==> src/rtl/alu_arbiter.sv <==
// Purpose: round-robin sharing of one combinational ALU between two valid/ready requesters.
// Latency: request accepted in cycle T -> response valid from cycle T+2 (one EXEC cycle), 3-cycle minimum per op.
// Backpressure: one op in flight; both req readies stay low until the owner's response is taken.
module alu_arbiter #(
  parameter int WIDTH = 32,
  parameter int SELW  = 3
) (
  input  logic             clk,
  input  logic             rst_n,
  input  logic             req0_valid,
  output logic             req0_ready,
  input  logic [WIDTH-1:0] req0_rs1,
  input  logic [WIDTH-1:0] req0_rs2,
  input  logic [SELW-1:0]  req0_sel,
  output logic             rsp0_valid,
  input  logic             rsp0_ready,
  output logic [WIDTH-1:0] rsp0_data,
  input  logic             req1_valid,
  output logic             req1_ready,
  input  logic [WIDTH-1:0] req1_rs1,
  input  logic [WIDTH-1:0] req1_rs2,
  input  logic [SELW-1:0]  req1_sel,
  output logic             rsp1_valid,
  input  logic             rsp1_ready,
  output logic [WIDTH-1:0] rsp1_data,
  output logic [WIDTH-1:0] alu_rs1,
  output logic [WIDTH-1:0] alu_rs2,
  output logic [SELW-1:0]  alu_sel,
  input  logic [WIDTH-1:0] alu_sal,
  output logic             busy
);

  typedef enum logic [1:0] {IDLE, EXEC, RESP} state_t;

  state_t           state;
  state_t           state_nxt;
  logic             last;      // requester served most recently
  logic             owner;     // requester that owns the in-flight op
  logic             grant;     // 0 -> requester 0, 1 -> requester 1
  logic             accept;    // handshake in IDLE
  logic             rsp_done;  // owner consumed the response
  logic [WIDTH-1:0] result;

  // Round-robin pick: a lone valid wins, a tie goes to whoever was not served last.
  always_comb begin
    grant = 1'b0;
    if (req0_valid && req1_valid) begin
      grant = ~last;
    end else if (req1_valid) begin
      grant = 1'b1;
    end
  end

  // Next-state and handshake outputs; readies are also forced low while reset is held.
  always_comb begin
    state_nxt  = state;
    req0_ready = 1'b0;
    req1_ready = 1'b0;
    rsp0_valid = 1'b0;
    rsp1_valid = 1'b0;
    accept     = 1'b0;
    rsp_done   = 1'b0;
    case (state)
      IDLE: begin
        req0_ready = rst_n & req0_valid & ~grant;
        req1_ready = rst_n & req1_valid & grant;
        accept     = req0_ready | req1_ready;
        if (accept) begin
          state_nxt = EXEC;
        end
      end
      EXEC: begin
        state_nxt = RESP;
      end
      RESP: begin
        rsp0_valid = ~owner;
        rsp1_valid = owner;
        rsp_done   = owner ? rsp1_ready : rsp0_ready;
        if (rsp_done) begin
          state_nxt = IDLE;
        end
      end
      default: begin
        state_nxt = IDLE;
      end
    endcase
  end

  // State register.
  always_ff @(posedge clk or negedge rst_n) begin
    if (!rst_n) begin
      state <= IDLE;
    end else begin
      state <= state_nxt;
    end
  end

  // Operand capture on accept, result capture after the EXEC cycle, round-robin history on completion.
  always_ff @(posedge clk or negedge rst_n) begin
    if (!rst_n) begin
      alu_rs1 <= '0;
      alu_rs2 <= '0;
      alu_sel <= '0;
      result  <= '0;
      owner   <= 1'b0;
      last    <= 1'b1;
    end else begin
      if (accept) begin
        alu_rs1 <= grant ? req1_rs1 : req0_rs1;
        alu_rs2 <= grant ? req1_rs2 : req0_rs2;
        alu_sel <= grant ? req1_sel : req0_sel;
        owner   <= grant;
      end
      if (state == EXEC) begin
        result <= alu_sal;
      end
      if (rsp_done) begin
        last <= owner;
      end
    end
  end

  // Result register feeds both response ports; rsp*_valid alone says whose it is.
  assign rsp0_data = result;
  assign rsp1_data = result;
  assign busy      = (state != IDLE);

endmodule

==> config.mk <==
export PLATFORM = sky130hd
export DESIGN_NAME = alu_arbiter
export DESIGN_NICKNAME = d
export VERILOG_FILES = /design/src/rtl/alu_arbiter.sv
export SDC_FILE = /design/constraint.sdc
export NUM_CORES = 1
export LEC_CHECK = 0
export ABC_AREA = 1
export CORE_MARGIN = 2
export CORE_UTILIZATION = 38
export CTS_BUF_LIST = sky130_fd_sc_hd__clkbuf_16
export CTS_CLUSTER_DIAMETER = 40
export DETAILED_ROUTE_END_ITERATION = 12
export GPL_TIMING_DRIVEN = 0
export PLACE_DENSITY = 0.82
export SLEW_MARGIN = 20
export SYNTH_ARGS = -nofsm -noshare
export SYNTH_HDL_FRONTEND = slang
export SYNTH_SLANG_ARGS = --single-unit
==> constraint.sdc <==
create_clock -name clk -period 1.7 [get_ports clk]
set_input_delay 0.34 -clock clk [delete_from_list [all_inputs] [get_ports clk]]
set_output_delay 0.34 -clock clk [all_outputs]
set_load 0.05 [all_outputs]
=== After elaboration in Yosys (flattened, before gate mapping) ===
Index checks and enable logic that the tools add are counted.

* Mux-type cells: 15
* Reduce and logical (&&, ||, !) cells: 4
* Bitwise logic cells: 8
* Eq/ne operators: 4

{| class="wikitable"
|+ Operator list
! operator !! count
|-
| 2-to-1 mux 32 bit || 2
|-
| 2-to-1 mux 1 bit || 9
|-
| one-hot mux 2 bit (3 select lines) || 1
|-
| bitwise AND 1 bit || 4
|-
| 2-to-1 mux 2 bit || 2
|-
| != test 2 bit, second input constant || 2
|-
| 2-to-1 mux 3 bit || 1
|-
| inverter 1 bit || 3
|-
| equality test 2 x 1 -> 1 bit, second input constant || 1
|-
| equality test 2 bit, second input constant || 1
|-
| zero test 2 bit || 1
|-
| AND reduction 2 bit || 1
|-
| nonzero test 2 bit || 1
|-
| logical AND 1 bit || 1
|-
| bitwise OR 1 bit || 1
|}

* Logic and storage cells: 38
* Output and inout bits: 136
* Bits of input ports: 172
* Register bits after elaboration: 103

=== Longest topological paths before layout ===
* Word-level depth: 7
* Gate-level depth with buffers: 10
* Mapped depth without buffers: 7

=== Worst setup path before layout ===
OpenSTA, ideal clock, no wires.

* Path kind: reg2out
* Start: register state[0]
* End: output req0_ready
* Required time: 1.360 ns
* Slack: -0.464 ns
* Buffers on the path: 2
* Arrival time: 1.824 ns
* Stages on the path, launching flop included: 8
* Cell sequence: dfrtp_1 -> buf_6 -> inv_2 -> nand2_2 -> inv_2 -> nand2_4 -> buf_2 -> a21oi_1

* Longest elaborated chain between the ends: 2

{| class="wikitable"
|+ RTL lines
! element !! RTL line !! text
|-
| start, declared || 35 || <nowiki>state_t state;</nowiki>
|-
| start signal, assigned || 94 || <nowiki>state <= state_nxt;</nowiki>
|-
| zero test 2 bit || 63 || <nowiki>case (state)</nowiki>
|-
| 2-to-1 mux 1 bit || 63 ||
|-
| end, declared || 11 || <nowiki>output logic req0_ready,</nowiki>
|}

No other way between the ends.

=== Worst setup path in the final report ===
* Start: register last
* End: output req0_ready

* Longest elaborated chain between the ends: 5

{| class="wikitable"
|+ RTL lines
! element !! RTL line !! text
|-
| start, declared || 37 || <nowiki>logic last;</nowiki>
|-
| start signal, assigned || 118 || <nowiki>last <= owner;</nowiki>
|-
| inverter 1 bit || 48 || <nowiki>grant = ~last;</nowiki>
|-
| 2-to-1 mux 1 bit || 47 || <nowiki>if (req0_valid && req1_valid) begin</nowiki>
|-
| inverter 1 bit || 65 || <nowiki>req0_ready = rst_n & req0_valid & ~grant;</nowiki>
|-
| bitwise AND 1 bit || 65 ||
|-
| 2-to-1 mux 1 bit || 63 ||
|}

No other way between the ends.

==> reports/results.ini <==
[outcome]
outcome = complete, but fails checks
violations = setup timing

[logic_synthesis]
synthSimpleGateAreaFrac_pct = 40.1
yosysWarnings = 0
synthMuxAreaShare_pct = 0
synthAdderAreaFrac_pct = 0
synthCells = 708
synth_top_area_cell = dfrtp_1
post_synth.cell_area_avg_um2 = 7.33
synth_compound_area_share_pct = 0.289
yosys-top-cells-area = dfrtp_1 49%, nand2_1 30%, nand3_1 9.5%, buf_4 5.4%, buf_2 1.9%
yosysMostFrequentCell = nand2_1
synth_commonest_cells = 412 x nand2_1, 102 x dfrtp_1, 99 x nand3_1, 37 x buf_4, 20 x buf_2
ys_seq_area_share_pct = 49.7
syn_nets = 880
synth_edf_count = 0
synth_top_area_share_pct = 49.2
synth_top_family_by_area = simple AND/OR/NAND/NOR gates
yosysUniqueCellTypes = 15
ys_ff_latch = 103
ys.flop_type = dfrtp_1
synthXorXnorAreaFrac_pct = 0
async_flop_share_pct = 100
synth.cell_area_um2 = 5190

[clocking]
insertion_delay_ns = 0.34
clockBufferDepth = 2
tritoncts = done
numCtsBuffers = 9
cts_sinks = 103
cts.htree.levels = 3
cts_root_buf = clkbuf_16
clkTransAtPathRegs_ns = 0.07

[place]
io_buffers = 306
gp_congestion = 0.836
hpwl_um = 13900

[pwr]
powerDensity_nw_per_um2 = 1960
irDropWorstVdd_v = 0.000856
leakagePower_nw = 4.83

[final_layout]
layout.nets = 1210
drive_above_1_share_pct = 11.8
area_delta_synth_final_pct = 71.8
fill_cells = 1196
fin_util_pct = 67.1

[route]
routed.top_layer = met4
antenna_left = 0
remaining_drc_errors = 0
vias = 5741
routed-wl-met2_um = 9240
firstDrtPassIters = 5
drt-total-wl_um = 18400
viasPerCell = 4.71
wl_met1_um = 7050
drt-initial-drc-count = 254
wire_per_inst_um = 15.1
wl_met3_um = 1590

[worst_setup_path]
reg2reg_slack_ns = 0.11
crit_fanout = 6
end_kind = primary output
max_stage_delay_ns = 0.56
arrival_ns = 1.42
r2r_end = alu_rs2[6]$_DFFE_PN0P_
required_ns = 1.36
path_class = register to primary output
slowest_stage = dfstp_2
cp_top_family = flip-flops
cp_num_buf_inv = 2
reg2regPathDepth = 8
reg2reg_from = last$_DFFE_PN1P_
start_kind = register
crit_chain = nand2_4 -> clkbuf_16 -> a21oi_4 -> buf_6

[timing]
period_needed_ns = 1.76
skew_ns = 0.00415
fmax_ghz = 0.567
hold_ws_ns = 0.0237
hold_viol_final = 0
relSlewSlack_pct = 62.5
max_slew.worst_pin.slew_ns = 0.565
setup_ws_ns = -0.0648
rsz0062_at_grt = yes
setup_violations = 2
setup-tns-final_ns = -0.0741
min_period_over_period_pct = 104
slew_viol_final = 0

[die]
initial_core_util_pct = 39.0
ioPinCount = 308
core_um2 = 13300
die_width_um = 121
die_y_um = 121
core.rowCount = 42
die_area_um2 = 14600

[global_route]
antenna_found_initial = 1
first_global_vias = 5435
grt_pass1_wl_um = 28300
grt_max_degree = 28
overflow = 0
track_usage_pct = 25.0

[hold_path]
hold_path.class = primary input to async pin

[job]
max_cap_viol_count = 0

[placed cells by master (no fill, tap or decap), types with 2 or more instances in the layout]
cell type	synthesis	routed
buf_6	5	9
clkdlybuf4s15_2	0	2
clkbuf_16	0	10
buf_2	20	18
o21ai_0	2	2
bufbuf_16	0	2
clkinv_2	0	2
buf_4	37	43
dfrtp_1	102	102
clkbuf_2	0	11
clkdlybuf4s15_1	0	18
nand3_1	99	99
inv_1	2	2
nand2_4	1	2
clkbuf_1	16	15
nand2_1	412	411
dlygate4sd2_1	0	102
nand2_8	0	2
clkinvlp_4	0	2
clkdlybuf4s50_1	0	168
nor2_4	0	3
inv_2	4	2
buf_12	0	4
inv_4	0	3
buf_16	0	2
[routing by layer]
metal / global-route usage [%] / up-vias
li1: - / 2820
met5: 0 / -
met1: 29.1 / 2632
met2: 43.3 / 252
met3: 7.14 / 37
met4: 9.81 / 0
[cells by family (layout without fill, tap and decap cells)]
family,count (synthesis),after routing
AND/OR/NAND/NOR,518,518
flip-flops,103,103
buffers and inverters,84,419
AO/OA/AOI/OAI,3,3
other,0,1
[worst register-to-register path: stages, from the launching register on]
cell and delay (ns):
dfstp_2 0.56, nand2_4 0.09, nand2_8 0.13, buf_6 0.19, clkbuf_4 0.24, nand2_1 0.11, nand2_1 0.07, nand2_1 0.08
nand2_1 0.07
[cell type report]
| class | count | area [um2] | share of cell area, % |
|---|---|---|---|
| Timing Repair Buffer | 322 | 3160 | 35.4 |
| Clock inverter | 7 | 41.3 | 0.463 |
| Clock buffer | 9 | 225 | 2.53 |
| Buffer | 75 | 494 | 5.54 |
| Multi-Input combinational cell | 521 | 2170 | 24.3 |
| Sequential cell | 103 | 2580 | 28.9 |
| Antenna cell | 1 | 2.50 | 0.0281 |
| Tap cell | 176 | 220 | 2.47 |
| Inverter | 6 | 30.0 | 0.337 |
[through the flow]
step / area (um2) / instances / setup slack [ns] / total power (W)
3_3_place_gp: 8490 / 1190 / -4.65 / 0.0163
2_1_floorplan: 5210 / 708 / -0.0323 / 0.0121
6_report: 8920 / 1220 / -0.0648 / 0.0175
4_1_cts: 8860 / 1213 / -0.0861 / 0.0175
5_1_grt: 8920 / 1220 / -0.111 / 0.0184
3_5_place_dp: 8520 / 1191 / -1.26 / 0.0165
[registers in the layout, summed over array words and instances (netlist names)]
signal and count:
alu_sel 3, rsp0_data 32, last 1, alu_rs2 32, alu_rs1 32, state 2, owner 1
[how the worst max path moves through the flow]
stage / startpoint / end / slack (ns) / cells past startpoint
6_report: last$_DFFE_PN1P_ / req0_ready / -0.06 / 4
5_1_grt: last$_DFFE_PN1P_ / req0_ready / -0.11 / 4
4_1_cts: last$_DFFE_PN1P_ / req0_ready / -0.09 / 4
3_5_place_dp: rst_n / req0_ready / -1.26 / 8
3_3_place_gp: rst_n / req0_ready / -4.65 / 7
2_1_floorplan: state[0]$_DFFE_PN0P_ / req0_ready / -0.03 / 7
[where the power goes]
group,switching [W],internal [W]
registers,0.000722,0.00360
logic,0.00806,0.00322
clock network,0.000895,0.000980
[repair_timing]
| item | 4_1_cts | 5_1_grt |
|---|---|---|
| hold buffers | 4 | 0 |
| gates cloned | 2 | 0 |
| gates resized for setup | 192 | 39 |
| endpoints found under the hold margin | 51 | 0 |
| setup buffers | 3 | 6 |
| setup endpoints to repair | 164 | 56 |
| pin swaps | 4 | 1 |
Power figures use the tool's default switching activity.
